### src/rtl/bp_me_mem_stream_bridge.sv
// Bridge between the L2 slice memory port and a narrow beat-oriented link.
// Optional credit limiting is enabled by defining BP_ME_STREAM_CREDIT_EN.
module bp_me_mem_stream_bridge #(
  parameter int paddr_width_p     = 40,
  parameter int cce_block_width_p = 512,
  parameter int stream_width_p    = 64,
  parameter int max_outstanding_p = 4,
  localparam int msg_type_width_lp    = 4,
  localparam int msg_size_width_lp    = 3,
  localparam int msg_payload_width_lp = 32,
  localparam int header_width_lp      = msg_type_width_lp + msg_size_width_lp
                                        + paddr_width_p + msg_payload_width_lp,
  localparam int cce_mem_msg_width_lp = cce_block_width_p + header_width_lp
) (
  input  logic                            clk_i,
  input  logic                            reset_n_i,
  input  logic [cce_mem_msg_width_lp-1:0] mem_cmd_i,
  input  logic                            mem_cmd_v_i,
  output logic                            mem_cmd_yumi_o,
  output logic [cce_mem_msg_width_lp-1:0] mem_resp_o,
  output logic                            mem_resp_v_o,
  input  logic                            mem_resp_ready_i,
  output logic [stream_width_p-1:0]       link_data_o,
  output logic                            link_v_o,
  input  logic                            link_ready_i,
  input  logic [stream_width_p-1:0]       link_data_i,
  input  logic                            link_v_i,
  output logic                            link_ready_o
);

  localparam int hdr_beats_lp   = (header_width_lp + stream_width_p - 1) / stream_width_p;
  localparam int hdr_pad_w_lp   = hdr_beats_lp * stream_width_p;
  localparam int block_beats_lp = cce_block_width_p / stream_width_p;
  localparam int max_beats_lp   = (hdr_beats_lp > block_beats_lp) ? hdr_beats_lp : block_beats_lp;
  localparam int cnt_width_lp   = $clog2(max_beats_lp + 1);
  localparam int size_lsb_lp    = msg_type_width_lp;
  localparam logic [cnt_width_lp-1:0] hdr_last_lp = cnt_width_lp'(hdr_beats_lp - 1);

  typedef enum logic [3:0] {
    e_cce_mem_rd    = 4'd0,
    e_cce_mem_wr    = 4'd1,
    e_cce_mem_uc_rd = 4'd2,
    e_cce_mem_uc_wr = 4'd3,
    e_cce_mem_wb    = 4'd4,
    e_cce_mem_pre   = 4'd5
  } mem_msg_type_e;

  typedef enum logic [1:0] {e_cmd_idle, e_cmd_hdr, e_cmd_data} cmd_state_e;
  typedef enum logic [1:0] {e_resp_hdr, e_resp_data, e_resp_out} resp_state_e;

  // Beat count for a message of 1 << size bytes, clamped to one block.
  function automatic logic [cnt_width_lp-1:0] data_beats(input logic [msg_size_width_lp-1:0] size);
    int bits;
    int beats;
    bits  = 8 << size;
    beats = bits / stream_width_p;
    if (beats < 1) beats = 1;
    if (beats > block_beats_lp) beats = block_beats_lp;
    return cnt_width_lp'(beats);
  endfunction

  function automatic logic cmd_has_data(input logic [msg_type_width_lp-1:0] t);
    return (t == e_cce_mem_wr) || (t == e_cce_mem_uc_wr);
  endfunction

  function automatic logic resp_has_data(input logic [msg_type_width_lp-1:0] t);
    return (t == e_cce_mem_rd) || (t == e_cce_mem_uc_rd);
  endfunction

  logic credit_avail;

  // Command serializer
  cmd_state_e                 cmd_state_r, cmd_state_n;
  logic [cnt_width_lp-1:0]    cmd_cnt_r, cmd_cnt_n;
  logic [cnt_width_lp-1:0]    cmd_last_r;
  logic                       cmd_data_r_v;
  logic [hdr_pad_w_lp-1:0]    cmd_hdr_r;
  logic [cce_block_width_p-1:0] cmd_data_r;
  logic                       cmd_yumi;

  always_ff @(posedge clk_i) begin
    if (!reset_n_i) begin
      cmd_state_r <= e_cmd_idle;
      cmd_cnt_r   <= '0;
    end else begin
      cmd_state_r <= cmd_state_n;
      cmd_cnt_r   <= cmd_cnt_n;
    end
  end

  always_comb begin
    cmd_state_n = cmd_state_r;
    cmd_cnt_n   = cmd_cnt_r;
    cmd_yumi    = 1'b0;
    case (cmd_state_r)
      e_cmd_idle: begin
        cmd_yumi = reset_n_i & mem_cmd_v_i & credit_avail;
        if (cmd_yumi) begin
          cmd_state_n = e_cmd_hdr;
          cmd_cnt_n   = '0;
        end
      end
      e_cmd_hdr: begin
        if (link_ready_i) begin
          if (cmd_cnt_r == hdr_last_lp) begin
            cmd_cnt_n   = '0;
            cmd_state_n = cmd_data_r_v ? e_cmd_data : e_cmd_idle;
          end else begin
            cmd_cnt_n = cmd_cnt_r + 1'b1;
          end
        end
      end
      e_cmd_data: begin
        if (link_ready_i) begin
          if (cmd_cnt_r == cmd_last_r) begin
            cmd_cnt_n   = '0;
            cmd_state_n = e_cmd_idle;
          end else begin
            cmd_cnt_n = cmd_cnt_r + 1'b1;
          end
        end
      end
      default: cmd_state_n = e_cmd_idle;
    endcase
  end

  // Outgoing beats are always the low slice of a right-shifting copy.
  always_ff @(posedge clk_i) begin
    if (cmd_yumi) begin
      cmd_hdr_r    <= hdr_pad_w_lp'(mem_cmd_i[header_width_lp-1:0]);
      cmd_data_r   <= mem_cmd_i[cce_mem_msg_width_lp-1:header_width_lp];
      cmd_data_r_v <= cmd_has_data(mem_cmd_i[msg_type_width_lp-1:0]);
      cmd_last_r   <= data_beats(mem_cmd_i[size_lsb_lp +: msg_size_width_lp]) - 1'b1;
    end else if (link_ready_i) begin
      if (cmd_state_r == e_cmd_hdr)  cmd_hdr_r  <= cmd_hdr_r >> stream_width_p;
      if (cmd_state_r == e_cmd_data) cmd_data_r <= cmd_data_r >> stream_width_p;
    end
  end

  assign mem_cmd_yumi_o = cmd_yumi;
  assign link_v_o       = (cmd_state_r != e_cmd_idle);
  assign link_data_o    = (cmd_state_r == e_cmd_hdr)  ? cmd_hdr_r[stream_width_p-1:0]
                        : (cmd_state_r == e_cmd_data) ? cmd_data_r[stream_width_p-1:0]
                        : '0;

  // Response deserializer
  resp_state_e                  resp_state_r, resp_state_n;
  logic [cnt_width_lp-1:0]      resp_cnt_r, resp_cnt_n;
  logic [cnt_width_lp-1:0]      resp_last_r;
  logic [hdr_pad_w_lp-1:0]      resp_hdr_r;
  logic [hdr_pad_w_lp+stream_width_p-1:0] resp_hdr_cat;
  logic [hdr_pad_w_lp-1:0]      resp_hdr_shift;
  logic [cce_block_width_p-1:0] resp_data_r;
  logic                         resp_accept;

  assign resp_hdr_cat   = {link_data_i, resp_hdr_r};
  assign resp_hdr_shift = resp_hdr_cat[hdr_pad_w_lp+stream_width_p-1:stream_width_p];

  always_ff @(posedge clk_i) begin
    if (!reset_n_i) begin
      resp_state_r <= e_resp_hdr;
      resp_cnt_r   <= '0;
    end else begin
      resp_state_r <= resp_state_n;
      resp_cnt_r   <= resp_cnt_n;
    end
  end

  always_comb begin
    resp_state_n = resp_state_r;
    resp_cnt_n   = resp_cnt_r;
    link_ready_o = 1'b0;
    mem_resp_v_o = 1'b0;
    case (resp_state_r)
      e_resp_hdr: begin
        link_ready_o = reset_n_i;
        if (link_v_i & reset_n_i) begin
          if (resp_cnt_r == hdr_last_lp) begin
            resp_cnt_n   = '0;
            resp_state_n = resp_has_data(resp_hdr_shift[msg_type_width_lp-1:0])
                           ? e_resp_data : e_resp_out;
          end else begin
            resp_cnt_n = resp_cnt_r + 1'b1;
          end
        end
      end
      e_resp_data: begin
        link_ready_o = reset_n_i;
        if (link_v_i & reset_n_i) begin
          if (resp_cnt_r == resp_last_r) begin
            resp_cnt_n   = '0;
            resp_state_n = e_resp_out;
          end else begin
            resp_cnt_n = resp_cnt_r + 1'b1;
          end
        end
      end
      e_resp_out: begin
        mem_resp_v_o = 1'b1;
        if (mem_resp_ready_i) resp_state_n = e_resp_hdr;
      end
      default: resp_state_n = e_resp_hdr;
    endcase
  end

  assign resp_accept = link_v_i & link_ready_o;

  // Short responses leave the untouched upper block bits at zero.
  always_ff @(posedge clk_i) begin
    if (resp_accept) begin
      if (resp_state_r == e_resp_hdr) begin
        resp_hdr_r <= resp_hdr_shift;
        if (resp_cnt_r == hdr_last_lp) begin
          resp_data_r <= '0;
          resp_last_r <= data_beats(resp_hdr_shift[size_lsb_lp +: msg_size_width_lp]) - 1'b1;
        end
      end else begin
        for (int i = 0; i < block_beats_lp; i++) begin
          if (resp_cnt_r == cnt_width_lp'(i))
            resp_data_r[i*stream_width_p +: stream_width_p] <= link_data_i;
        end
      end
    end
  end

  assign mem_resp_o = mem_resp_v_o ? {resp_data_r, resp_hdr_r[header_width_lp-1:0]} : '0;

`ifdef BP_ME_STREAM_CREDIT_EN
  localparam int credit_width_lp = $clog2(max_outstanding_p + 1);
  logic [credit_width_lp-1:0] outstanding_r;
  logic                       credit_dec;

  assign credit_dec = mem_resp_v_o & mem_resp_ready_i;

  always_ff @(posedge clk_i) begin
    if (!reset_n_i) begin
      outstanding_r <= '0;
    end else begin
      case ({cmd_yumi, credit_dec})
        2'b10:   outstanding_r <= outstanding_r + 1'b1;
        2'b01:   outstanding_r <= outstanding_r - 1'b1;
        default: outstanding_r <= outstanding_r;
      endcase
    end
  end

  assign credit_avail = (outstanding_r != credit_width_lp'(max_outstanding_p));
`else
  assign credit_avail = (max_outstanding_p > 0);
`endif

endmodule

### config.mk
export PLATFORM = sky130hd
export DESIGN_NAME = bp_me_mem_stream_bridge
export DESIGN_NICKNAME = d
export VERILOG_FILES = /design/src/rtl/bp_me_mem_stream_bridge.sv
export SDC_FILE = /design/constraint.sdc
export NUM_CORES = 2
export LEC_CHECK = 0
export BUFFER_PORTS_ARGS = -buffer_cell sky130_fd_sc_hd__buf_2
export CAP_MARGIN = 20
export CORE_AREA = 2 2 520 522
export CTS_CLUSTER_SIZE = 24
export DETAILED_ROUTE_END_ITERATION = 7
export DIE_AREA = 0 0 522 524
export PLACE_DENSITY = 0.44
export SLEW_MARGIN = 20
export SYNTH_ARGS = -nofsm -noshare
export SYNTH_HDL_FRONTEND = slang
export SYNTH_SLANG_ARGS = --single-unit
### constraint.sdc
create_clock -name clk_i -period 26.6 [get_ports clk_i]
set_clock_uncertainty 0.05 [all_clocks]
set_input_delay 3.99 -clock clk_i [delete_from_list [all_inputs] [get_ports clk_i]]
set_output_delay 3.99 -clock clk_i [all_outputs]
set_load 0.01 [all_outputs]
* Word-level counts from Yosys, hierarchy flattened
Index checks and enable logic that the tools add are counted.
** Word-level totals
- Register bits :: 1252
** Cells by class
- Eq/ne operators :: 27
- Mux-type cells :: 59
- Bitwise gates (word level) :: 5
- Reductions and logical operators :: 38
- Add/sub/neg operators :: 6
- Shift-type cells :: 2
- $lt $le $gt $ge :: 4
** Operators by type and width (number)
- $mux 512 :: 5
- $mux 64 :: 10
- $mux 591 :: 1
- $mux 79 :: 3
- $mux 32 :: 6
- $add 32x1->32 :: 2
- $gt 32x5->1 const B :: 2
- $lt 32x2->1 const B :: 2
- $shl 4x3->32 const A :: 2
- $mux 4 :: 15
- $reduce_and 3->1 :: 9
- $mux 2 :: 12
- $reduce_bool 2->1 :: 12
- $ne 2x2->1 const B :: 10
- $eq 4x2->1 const B :: 4
- $eq 4x3->1 const B :: 4
- $eq 4x1->1 const B :: 3
- $pmux 2 s3 :: 2
- $pmux 4 s3 :: 1
- $reduce_or 6->1 :: 2
- $reduce_and 5->1 :: 2
- $add 4x1->4 const B :: 2
- $eq 4x4->1 :: 2
- $logic_not 4->1 :: 2
- other kinds (12) :: 26

* Logic depth before layout (Yosys ltp)
- Depth in word-level cells :: 15
- Depth in mapped cells :: 8
- Gate-level depth less buffers :: 6

* Least setup slack after synthesis
Ideal clock, no wire load.
- Path type :: input port to flip-flop
- Start point :: input reset_n_i
- End point :: register cmd_data_r[0], enable pin
- Data arrival time :: 13057 ps
- Stages on the path :: 4
- Data required time :: 22924 ps
- Setup slack :: 9868 ps
- Cell sequence :: nand3_1 -> clkbuf_1 -> clkbuf_1 -> nand2_1
** Between the ends
- Longest elaborated chain between the ends :: 4
** RTL lines
- from (decl) :: RTL line 16 : input logic reset_n_i,
- $and 1x1->1 * :: RTL line 97 : cmd_yumi = reset_n_i & mem_cmd_v_i & credit_avail;
- $mux 1 * :: RTL line 95 : case (cmd_state_r)
- $reduce_bool 2->1 (no source line)
- $reduce_and 2->1 (no source line) *
- to (signal assigned) :: RTL line 131 : cmd_data_r <= mem_cmd_i[cce_mem_msg_width_lp-1:header_width_lp];
- to (signal assigned) :: RTL line 136 : if (cmd_state_r == e_cmd_data) cmd_data_r <= cmd_data_r >> stream_width_p;
- to (decl) :: RTL line 78 : logic [cce_block_width_p-1:0] cmd_data_r;
Every way passes the cells marked *; elsewhere a longest branch is shown, timed or not.
A chain may end at the register's enable or synchronous reset.

* Worst setup path after layout
- Start point :: input reset_n_i
- End point :: output mem_cmd_yumi_o
** Between the ends
- Longest elaborated chain between the ends :: 2
** RTL lines
- $and 1x1->1 :: RTL line 97
- $mux 1 :: RTL line 95
- to (decl) :: RTL line 19 : output logic mem_cmd_yumi_o,
No other way between the ends.

==> results by group <==
Yosys
  • Post-synth EDFFs: 1238
  • Post-Syn Area per Cell: 13.0 um^2
  • Synth top area share: 74.8%
  • Mapped Area: 49700 um^2
  • Register bit total from synthesis: 1250
  • Syn_nets: 4483
  • Netlist cell types: 41
  • Ys flop type: edfxtp_1
  • Async S/R FF share, synth: 0%
  • Post-Synthesis Cells: 3813
  • Sequential share of the synthesized area: 75.3%
  • Cell accounting for the most synthesized area: edfxtp_1
  • Top post-synthesis cells by area: edfxtp_1 75%, nand2_1 11%, and2_1 9.9%
  • Synth Warn #: 0

Worst setup path
  • Crit path DAT: 5430 ps
  • Critical path class: in2out
  • Crit Path Max Fanout: 47
  • Worst Path Required: 22560 ps
  • CP Launch Type: input port
  • Buf+Inv Stages, Crit Path: 3
  • Max stage delay on crit path: 460 ps
  • Reg-to-reg slack, setup: 21870 ps
  • Cell at the slowest stage of the critical path: nand3_4
  • Cells along the critical path: buf_2 > nand3_4 > inv_8 > buf_2
  • Worst setup EP type: primary output
  • Crit path max-delay family: buffers and inverters
  • Most used cell along the critical path: buf_2

CTS
  • Max Buffers Root-to-Sink: 4
  • Num CTS Buffers: 156
  • Clk root buf: clkbuf_16
  • H-tree Lvls: 4
  • Total setup buffers inserted after CTS: 0
  • CTS Hold Bufs: 0
  • CTS tree: built
  • CTS clk-pin slew, worst paths: 60 ps
  • Post-cts sizing count: 0
  • Clk Latency, worst-skew pair: 820 ps
  • Clock sinks: 1250

Timing
  • Achievable frequency: 0.106 GHz
  • Final min period: 9470 ps
  • Final critical-path setup slack: 17130 ps
  • Final Max Slew Viols: 0
  • Final hold vios: 0
  • Worst-Margin Slew: 1190 ps
  • Final Cycle Share: 35.6%
  • Setup TNS: 0 ps
  • RSZ-0062 raised after global routing: false
  • Slew HR: 20.3%
  • Setup violators final: 0

Global route
  • First-pass GRT wire length: 274000 um
  • Vias in the first global route: 33100
  • GRT Util Overall: 14.4%
  • Initial antenna violation count: 168
  • Remaining global-route overflow: 0
  • Largest net degree at the start of global routing: 322

Placement
  • Gpl congestion: 0.830
  • Number of buffers added on ports: 1319
  • Setup WS pre-CTS: 17090 ps
  • Post-DP HPWL: 153000 um
  • Placed cell count: 8517

Die
  • Die Footprint: 274000 um^2
  • Rows: 190
  • CORE AREA: 267000 um^2
  • Top Ports: 1320
  • Height of the die: 524 um
  • Die extent in x: 522 um
  • Initial Util: 18.6%

Power
  • Gate power share: 13.0%
  • Sw Ratio: 27.6%
  • Switch Pwr: 0.00145 W
  • Internal cell power: 0.00381 W
  • Overall power: 0.00527 W
  • Flop pwr share: 47.8%
  • Leak pwr: 27.5 nW
  • Worst ir drop on vdd: 0.0428 mV
  • Power per cell area: 80.5 nW/um^2
  • Clock network fraction of total power: 39.2%

Run status
  • Status: finished clean

Cells and area
  • Most common library cell in the layout ignoring fill and taps: nand2_1
  • Final Net Count: 5794
  • Share of cells above drive strength 1: 30.4%
  • Most frequent cells in the layout: 1403 x nand2_1, 1319 x buf_2, 1238 x edfxtp_1
  • Layout area overhead: 31.7%
  • Post-Layout Cell Count: 8870

Detailed routing
  • DRC viols: 0
  • Detailed Route WL: 207000 um
  • Via count: 33700
  • DRT Pass-1 Iters: 5
  • Iter 0 DRT Violations: 2652
  • DR vias/cell: 3.80
  • Avg WL per Cell: 23.3 um
  • Final ANT Viol Nets: 0

Flow run
  • Total of max-cap violations: 0

Hold path
  • Worst hold path type: reg2reg
power groups by stage:
| stage | Sequential, W | Clock [W] | Combinational (W) |
|---|---|---|---|
| floorplan | 0.00260 | 0 | 0.000382 |
| global placement | 0.00256 | 0 | 0.000702 |
| detailed placement | 0.00256 | 0 | 0.000709 |
| CTS | 0.00252 | 0.00213 | 0.000710 |
| global route | 0.00254 | 0.00220 | 0.000769 |
| finish | 0.00252 | 0.00206 | 0.000686 |
cells in the mapped netlist (2+ instances only):
cell type / number
nand4b_1: 2
mux2i_1: 2
o21a_1: 2
nor3b_1: 2
buf_1: 7
xor2_1: 4
nand2_1: 1405
o21ai_0: 5
a22o_1: 64
and2_1: 785
nor2b_1: 4
a211o_2: 3
nand3_1: 5
xnor2_1: 4
nor3_1: 3
nor2_1: 14
inv_1: 11
buf_2: 62
edfxtp_1: 1238
nand4_1: 2
clkbuf_1: 140
a21oi_1: 11
dfxtp_1: 12
ha_1: 9
layout make-up:
cell class / instances / area (um^2)
fillers: 28600 / 202000
flip-flops and latches: 1250 / 37400
multi-input cells: 2342 / 11500
repair buffers: 1362 / 7010
well taps: 3552 / 4440
clock buffers: 197 / 4130
clock inverters: 82 / 703
diodes: 73 / 183
inverters: 12 / 52.6
routing by layer:
| metal | global-route usage, % | wire, um | vias up |
|---|---|---|---|
| met4 | 5.50 | 7240 | 54 |
| met1 | 18.4 | 87500 | 16300 |
| met2 | 22.2 | 93500 | 1379 |
| li1 | - | - | 15600 |
| met3 | 5.04 | 18300 | 412 |
| met5 | 0 | 294 | - |
worst paths after layout:
check                      start               to  cells past startpoint
setup / recovery       reset_n_i   mem_cmd_yumi_o                      4
hold / removal    resp_hdr_r[98]   resp_hdr_r[34]                      0
setup reg to reg  cmd_state_r[0]  cmd_data_r[223]                      9
hold reg to reg   resp_hdr_r[98]   resp_hdr_r[34]                      0
per-stage QoR:
step | utilization [%] | hold slack [ps] | cell area, um^2
after floorplan | - | 350 | 49700
after global placement | 22.6 | 350 | 60400
after detailed placement | 22.6 | 355 | 60400
after CTS | 24.4 | 347 | 65200
after global routing | 24.4 | 359 | 65400
final | 24.5 | 350 | 65500
cells by family (layout without fill, tap and decap cells):
group	after synthesis	after routing	share of synthesized area, %
simple gates	2226	2226	20.9
flops	1250	1250	75.3
buf+inv	221	1653	1.82
compound gates	97	97	1.62
fa+ha+maj	9	9	0.227
xor+xnor	8	8	0.141
mux	2	2	0.0403
other cells	0	73	0
sequential cells by signal (all words and copies together), names as in the netlist:
name	count
cmd_cnt_r	4
cmd_data_r	512
cmd_data_r_v	1
cmd_hdr_r	79
cmd_last_r	3
cmd_state_r	2
resp_cnt_r	4
resp_data_r	512
resp_hdr_r	128
resp_last_r	3
resp_state_r	2
worst reg2reg max path, cell delays in order, from the launching register on:
cell and delay, ps:
dfxtp_1 410, inv_1 90, ha_1 290, nand3_4 380
buf_4 620, buf_4 710, buf_4 900, buf_4 840
nand2_1 160, nand2_1 120
(Power assumes the default switching activity.)
